[src/rtl/bcd_time_converter_pkg.sv]
// Shared constants for the elapsed-time BCD path: digit geometry, add-3 rule
// and the default widths used by the timer manager and seven-segment driver.
package bcd_time_converter_pkg;

    localparam int          DEF_BIN_W   = 13;
    localparam int          DEF_DIGITS  = 4;
    localparam int          DEF_MAX_VAL = 9999;

    localparam int          BCD_DIGIT_W = 4;
    localparam logic [3:0]  ADD3_THRESH = 4'd5;
    localparam logic [3:0]  ADD3_VAL    = 4'd3;
    localparam logic [15:0] BCD_NINES   = 16'h9999;

    typedef enum logic [0:0] {
        IDLE    = 1'b0,
        CONVERT = 1'b1
    } state_e;

endpackage

[src/rtl/bcd_time_converter_if.sv]
// Start/done handshake plus result bus between a requester and the converter.
interface bcd_time_converter_if
    import bcd_time_converter_pkg::*;
#(
    parameter int BIN_W  = DEF_BIN_W,
    parameter int DIGITS = DEF_DIGITS
);
    logic                          start;
    logic [BIN_W-1:0]              bin_in;
    logic                          busy;
    logic                          done;
    logic [BCD_DIGIT_W*DIGITS-1:0] bcd_out;
    logic                          overflow;

    modport master (
        output start, bin_in,
        input  busy, done, bcd_out, overflow
    );

    modport slave (
        input  start, bin_in,
        output busy, done, bcd_out, overflow
    );
endinterface

[src/rtl/bcd_add3_cell.sv]
// Double-dabble nibble corrector: a digit of 5 or more gets 3 added so the
// following left shift carries correctly into the next decimal digit.
module bcd_add3_cell
    import bcd_time_converter_pkg::*;
(
    input  logic [BCD_DIGIT_W-1:0] nib_i,
    output logic [BCD_DIGIT_W-1:0] nib_o
);
    always_comb begin
        nib_o = nib_i;
        if (nib_i >= ADD3_THRESH) begin
            nib_o = nib_i + ADD3_VAL;
        end
    end
endmodule

[src/rtl/bcd_time_converter.sv]
// Iterative binary-to-BCD converter (shift-add-3), one bit per cycle. The last
// completed result is held on bcd_out/overflow until the next done edge.
module bcd_time_converter
    import bcd_time_converter_pkg::*;
#(
    parameter int BIN_W   = DEF_BIN_W,
    parameter int DIGITS  = DEF_DIGITS,
    parameter int MAX_VAL = DEF_MAX_VAL
)(
    input  logic                 clk,
    input  logic                 reset_n,
    bcd_time_converter_if.slave  conv_if
);
    localparam int SCR_W = BCD_DIGIT_W * DIGITS;
    localparam int CNT_W = $clog2(BIN_W + 1);

    state_e             state_q,   state_d;
    logic [CNT_W-1:0]   count_q,   count_d;
    logic [BIN_W-1:0]   shift_q,   shift_d;
    logic [SCR_W-1:0]   scratch_q, scratch_d;
    logic               sat_q,     sat_d;
    logic [SCR_W-1:0]   bcd_q,     bcd_d;
    logic               ovf_q,     ovf_d;
    logic               done_q,    done_d;

    logic [SCR_W-1:0]   corr;
    logic [SCR_W-1:0]   nines;

    assign nines = {DIGITS{BCD_NINES[BCD_DIGIT_W-1:0]}};

    // All digits are corrected in parallel, ahead of the shift in the same cycle.
    generate
        for (genvar gi = 0; gi < DIGITS; gi++) begin : g_add3
            bcd_add3_cell u_cell (
                .nib_i (scratch_q[gi*BCD_DIGIT_W +: BCD_DIGIT_W]),
                .nib_o (corr[gi*BCD_DIGIT_W +: BCD_DIGIT_W])
            );
        end
    endgenerate

    always_ff @(posedge clk or negedge reset_n) begin
        if (!reset_n) begin
            state_q   <= IDLE;
            count_q   <= '0;
            shift_q   <= '0;
            scratch_q <= '0;
            sat_q     <= 1'b0;
            bcd_q     <= '0;
            ovf_q     <= 1'b0;
            done_q    <= 1'b0;
        end else begin
            state_q   <= state_d;
            count_q   <= count_d;
            shift_q   <= shift_d;
            scratch_q <= scratch_d;
            sat_q     <= sat_d;
            bcd_q     <= bcd_d;
            ovf_q     <= ovf_d;
            done_q    <= done_d;
        end
    end

    always_comb begin
        state_d   = state_q;
        count_d   = count_q;
        shift_d   = shift_q;
        scratch_d = scratch_q;
        sat_d     = sat_q;
        bcd_d     = bcd_q;
        ovf_d     = ovf_q;
        done_d    = 1'b0;

        case (state_q)
            IDLE: begin
                if (conv_if.start) begin
                    shift_d   = conv_if.bin_in;
                    scratch_d = '0;
                    sat_d     = {1'b0, conv_if.bin_in} > (BIN_W + 1)'(MAX_VAL);
                    count_d   = CNT_W'(BIN_W);
                    state_d   = CONVERT;
                end
            end
            CONVERT: begin
                {scratch_d, shift_d} = {corr, shift_q} << 1;
                count_d = count_q - CNT_W'(1);
                // The last shift lands directly on the held result registers.
                if (count_q == CNT_W'(1)) begin
                    bcd_d   = sat_q ? nines : scratch_d;
                    ovf_d   = sat_q;
                    done_d  = 1'b1;
                    state_d = IDLE;
                end
            end
            default: state_d = IDLE;
        endcase
    end

    assign conv_if.busy     = (state_q == CONVERT);
    assign conv_if.done     = done_q;
    assign conv_if.bcd_out  = bcd_q;
    assign conv_if.overflow = ovf_q;

endmodule

[src/flat_wrapper.sv]
// flat-port wrapper written by rule: the top's interface ports become plain ports
module bcd_time_converter_flat import bcd_time_converter_pkg::*;
#(
    parameter int BIN_W   = DEF_BIN_W,
    parameter int DIGITS  = DEF_DIGITS,
    parameter int MAX_VAL = DEF_MAX_VAL
)
  (clk, reset_n, conv_if_start, conv_if_bin_in, conv_if_busy, conv_if_done, conv_if_bcd_out, conv_if_overflow);
  bcd_time_converter_if #(.BIN_W(BIN_W), .DIGITS(DIGITS)) conv_if_i ();
  input  logic clk;
  input  logic reset_n;
  input wire logic [$bits(conv_if_i.start)-1:0] conv_if_start;
  input wire logic [$bits(conv_if_i.bin_in)-1:0] conv_if_bin_in;
  output wire logic [$bits(conv_if_i.busy)-1:0] conv_if_busy;
  output wire logic [$bits(conv_if_i.done)-1:0] conv_if_done;
  output wire logic [$bits(conv_if_i.bcd_out)-1:0] conv_if_bcd_out;
  output wire logic [$bits(conv_if_i.overflow)-1:0] conv_if_overflow;
  assign conv_if_i.start = conv_if_start;
  assign conv_if_i.bin_in = conv_if_bin_in;
  assign conv_if_busy = conv_if_i.busy;
  assign conv_if_done = conv_if_i.done;
  assign conv_if_bcd_out = conv_if_i.bcd_out;
  assign conv_if_overflow = conv_if_i.overflow;
  bcd_time_converter #(.BIN_W(BIN_W), .DIGITS(DIGITS), .MAX_VAL(MAX_VAL)) u_core (.clk(clk), .reset_n(reset_n), .conv_if(conv_if_i));
endmodule
[config.mk]
export PLATFORM = sky130hd
export DESIGN_NAME = bcd_time_converter_flat
export DESIGN_NICKNAME = d
export VERILOG_FILES = /design/src/rtl/bcd_time_converter_pkg.sv /design/src/rtl/bcd_time_converter_if.sv /design/src/rtl/bcd_add3_cell.sv /design/src/rtl/bcd_time_converter.sv /design/src/flat_wrapper.sv
export SDC_FILE = /design/constraint.sdc
export NUM_CORES = 1
export LEC_CHECK = 0
export ABC_AREA = 0
export BUFFER_PORTS_ARGS = -buffer_cell sky130_fd_sc_hd__buf_4
export CORE_MARGIN = 10
export CORE_UTILIZATION = 35
export DETAILED_ROUTE_END_ITERATION = 6
export GPL_TIMING_DRIVEN = 0
export PLACE_DENSITY = 0.61
export SYNTH_ARGS = -nofsm -noshare
export SYNTH_HDL_FRONTEND = slang
export SYNTH_HIERARCHICAL = 1
export SYNTH_SLANG_ARGS = --single-unit
[constraint.sdc]
create_clock -name clk -period 3.2 [get_ports clk]
set_clock_uncertainty 0.1 [all_clocks]
set_input_delay 0.48 -clock clk [delete_from_list [all_inputs] [get_ports clk]]
set_output_delay 0.48 -clock clk [all_outputs]
set_load 0.02 [all_outputs]
# Word level (Yosys, flattened, before mapping)
# Index checks and enable logic that the tools add are counted.
# totals
register_bits	53
input_bits	16
out_inout_bits	19
# op_classes
n_addsub	5
order_cmp	5
eq_ne	2
mux	16
n_bitwise	1
reduce_logical	2
# op_table
cell	n
$mux W16	2
$pmux W16 S2	1
$pmux W13 S2	1
$ge A4 B3 Y1 const B	4
$mux W4	4
$gt A13 B14 Y1 const B	1
$mux W13	1
$add A4 B2 Y4 const B	3
$pmux W4 S2	1
$eq A4 B1 Y1 const B	1
$mux W1	4
$reduce_and A2 Y1	2
$sub A4 B1 Y4 const B	1
$add A3 B2 Y3 const B	1
$mux W3	1
$ne A2 B2 Y1 const B	1
$pmux W1 S2	1
$not A1 Y1	1

# Depth between registers and ports, before layout
# depth
ltp_word	3
depth_mapped	6
depth_no_buf	6

# Modules after synthesis
# The synthesis kept the hierarchy.
# by_module_without_submodules
mod	instances	cells_per_inst	area_each_um2	seq_area_each_um2
bcd_time_converter	1	152	2072.0	1276.2
bcd_add3_cell	4	16	101.3	0.0

# Worst setup path after synthesis
# Ideal clock, no wire load.
# synth_timing
path_kind	register to register
from	register u_core.state_q (netlist: u_core/conv_if.busy)
to	register u_core.bcd_q[10] (netlist: u_core/conv_if.bcd_out[10])
setup_ns	0.125
arrival_time_ns	1.371
required_time_ns	2.975
setup_slack_ns	1.604
path_stages_with_launch	6
period_less_slack_ns	1.596
cell_sequence	dfrtp_1 -> buf_6 -> and4bb_1 -> buf_6 -> buf_6 -> mux2_4
# synth_via
elab_chain_len	1
# synth_rtl
element	line_no	source
from (decl)	bcd_time_converter.sv:17	state_e state_q, state_d;
from (signal assigned)	bcd_time_converter.sv:52	state_q <= state_d;
$reduce_and A2 Y1 (no source line)	--	
to (signal assigned)	bcd_time_converter.sv:48	bcd_q <= '0;
to (signal assigned)	bcd_time_converter.sv:57	bcd_q <= bcd_d;
to (decl)	bcd_time_converter.sv:22	logic [SCR_W-1:0] bcd_q, bcd_d;
# Every way passes these cells.
# A chain may end at the register's enable or synchronous reset.

# Worst setup path in the final report
# layout_timing
from	register u_core.count_q[1]
to	register u_core.bcd_q[14] (netlist: u_core/conv_if.bcd_out[14])
# layout_via
elab_chain_len	2
# layout_rtl
element	line_no	source
from (decl)	bcd_time_converter.sv:18	logic [CNT_W-1:0] count_q, count_d;
from (signal assigned)	bcd_time_converter.sv:53	count_q <= count_d;
$eq A4 B1 Y1	bcd_time_converter.sv:87	if (count_q == CNT_W'(1)) begin
$reduce_and A2 Y1 (no source line)	--	
# Every way passes these cells.

==> run summary <==
The area enclosed by the die boundary came out at between 10000 and 15000 um2. The all-layer global routing usage is 0.0923. The required time of the critical path came out at 3300 ps.

Setup repair after global routing left no endpoint under its margin. The worst slew slack as a fraction of its limit is 0.566. The final cell count without fillers came out at between 300 and 400. The number of buffers inserted by post-CTS setup repair came out at 0. The number of max-slew violations in the final report is 0. For this run, the post-layout net count is roughly 280. The total number of H-tree levels came out at 2. The number of hold buffers added after CTS was 0.

The final routed wire length divided by cell count is between 10 and 15 um. The flow ran to the end, and the final reports show no timing, DRC or antenna violations. Summed over all layers, the global routing overflow is 0. The gate count after technology mapping came out at around 210. The areal power density over the cells is between 1000 and 1500 nW/um2. The die span in x came out at about 100 um.

The via count of the first global-routing pass came out at 1726. The maximum root-to-sink buffer count is 2. The final weighted congestion of routability-driven global placement is approximately 0.74.

The share of total power in combinational logic came out at 0.487. The number of vias in the routed layout came out at between 1500 and 2000. The cell-internal power came out at 1.83 mW. The final setup violation count is 0.

The number of antenna violations at the first check in global routing is 0. The type of element launching the critical path is a register. At the later pin of the worst-skew pair, clock insertion delay measures approximately 300 ps. The DRC marker count from the first detailed-route iteration is 58. The tree is rooted in a clkbuf_8. The post-detailed-route count of antenna-violating nets came out at 0. The number of sinks driven by the clock tree came out at between 50 and 60.

The origin of the worst setup path is u_core/count_q[1]. In the final layout, the share of cells above drive strength 1 is 0.266. The highest achievable clock rate is between 0.5 and 0.6 GHz. The library cells used most frequently in the layout, excluding fill and tap cells, are dfrtp_1, buf_4, nand2_1. The number of core rows is 30. The commonest non-fill, non-tap cell in the layout is dfrtp_1. The vertical extent of the die came out at approximately 100 um. For this run, the number of Yosys warnings is 6. After synthesis the cells add up to 2460 um2.

The worst hold path belongs to the class input port to async pin. 35 I/O pins were placed. The layout overhead on the synthesized area came out at 18.0%. Entering global routing, the biggest net connects 52 pins.

The post-placement cell count is 340. The final clock period utilization by the worst path came out at 0.541. Dividing the detail-routed via count by the number of cells gives 4.77.

Of the total power, the share spent switching nets is 0.384. The number of nets in the synthesized netlist is around 240. The initial cell density of the core came out at 0.362. The critical path is of the register to register type. The sequential group share of total power is 0.389. For this design the static power due to leakage is around 1.4 nW. The net switching power figure came out at 1.14 mW.

TritonCTS built the clock tree. The maximum fanout count along the critical path is 10. The number of buffers inserted during clock tree synthesis came out at 5. Summed over all failing endpoints, the final setup total negative slack is 0 ps. The clock network power share came out at 0.123. The slew at the pin closest to its max-slew limit is 652 ps. STA classifies the critical path endpoint as a register.

The core region is around 6800 um2. The post-cts resize count came out at 0. The tool flagged a number of max-cap violations equal to 0. The count of final hold-check violations is 0. After clock tree synthesis, the clock-pin slew on the worst setup and hold paths is 90 ps. The startpoint identified for the worst register-to-register timing path is u_core/count_q[1]. The number of optimization iterations in the first detailed-route pass came out at 4. The post-synthesis area per instance came out at between 10 and 15 um2.

The global-route wire length before repair is between 8000 and 9000 um. The number of antenna diodes in the final layout is 0. The detailed placer's ending HPWL is 3370 um. The total wire length after detailed routing is between 4000 and 5000 um. The worst voltage drop across the vdd grid came out at approximately 320 uV. The worst path arrival time came out at roughly 1800 ps. In the routed design, unresolved DRC markers number 0.

The final period demand of the worst path is ~1700 ps. In this run the tool buffered the top-level ports with 32 buffer cells.
sequential cells by signal, summed over array words and instances (netlist names):
register / count
u_core/shift_q: 13
u_core/conv_if.bcd_out: 16
u_core/conv_if.done: 1
u_core/count_q: 4
u_core/conv_if.busy: 1
u_core/scratch_q: 16
per-layer routing:
metal  vias to the layer above  global-route usage  wire [um]
met5                         -                   0          0
met4                         0              0.0328         59
met3                         5              0.0353        266
met2                        28               0.147       2240
met1                       823               0.111       2300
li1                        805                   -          -
final cells by class:
cell class	count	area [um2]
Multi-Input combinational cell	139	1060
Timing Repair Buffer	32	240
Tap cell	96	120
Buffer	12	78.8
Inverter	10	37.5
Fill cell	656	3890
Clock inverter	1	5.00
Sequential cell	51	1280
Clock buffer	7	76.3
worst max-delay path, stage by stage, from the launching register on:
cell and delay [ps]:
dfrtp_1 400, inv_1 100, ha_1 160, and4bb_1 200
buf_6 160, buf_6 190, mux2_4 310
stage by stage:
stage / setup WS, ps / hold WS (ps) / utilization / power (mW) / area (um2)
6_report: 1470 / 99.8 / 0.427 / 2.97 / 2900
5_1_grt: 1390 / 146 / 0.427 / 3.21 / 2900
4_1_cts: 1450 / 129 / 0.427 / 3.02 / 2900
3_5_place_dp: 1460 / 371 / 0.415 / 2.64 / 2820
3_3_place_gp: 1500 / 364 / 0.415 / 2.59 / 2820
2_1_floorplan: 1600 / 84.4 / - / 2.21 / 2460
worst paths after layout:
kind,endpoint,slack (ps),cells after the start
hold reg to reg,u_core/shift_q[1],400,2
hold / removal,u_core/shift_q[10],100,1
min in group clk,u_core/shift_q[0],320,3
setup / recovery,u_core/conv_if.bcd_out[14],1470,6
setup reg to reg,u_core/conv_if.bcd_out[14],1470,6
max in group asynchronous,u_core/conv_if.busy,2470,1
power by group through the flow:
stage	sequential, mW	combinational [mW]	clock (mW)
after detailed placement	1.17	1.47	0
after floorplan	1.24	0.967	0
final	1.15	1.45	0.366
after global placement	1.16	1.43	0
after global routing	1.20	1.60	0.401
after CTS	1.16	1.48	0.381
Note: power is estimated with default switching activity, not from simulation.
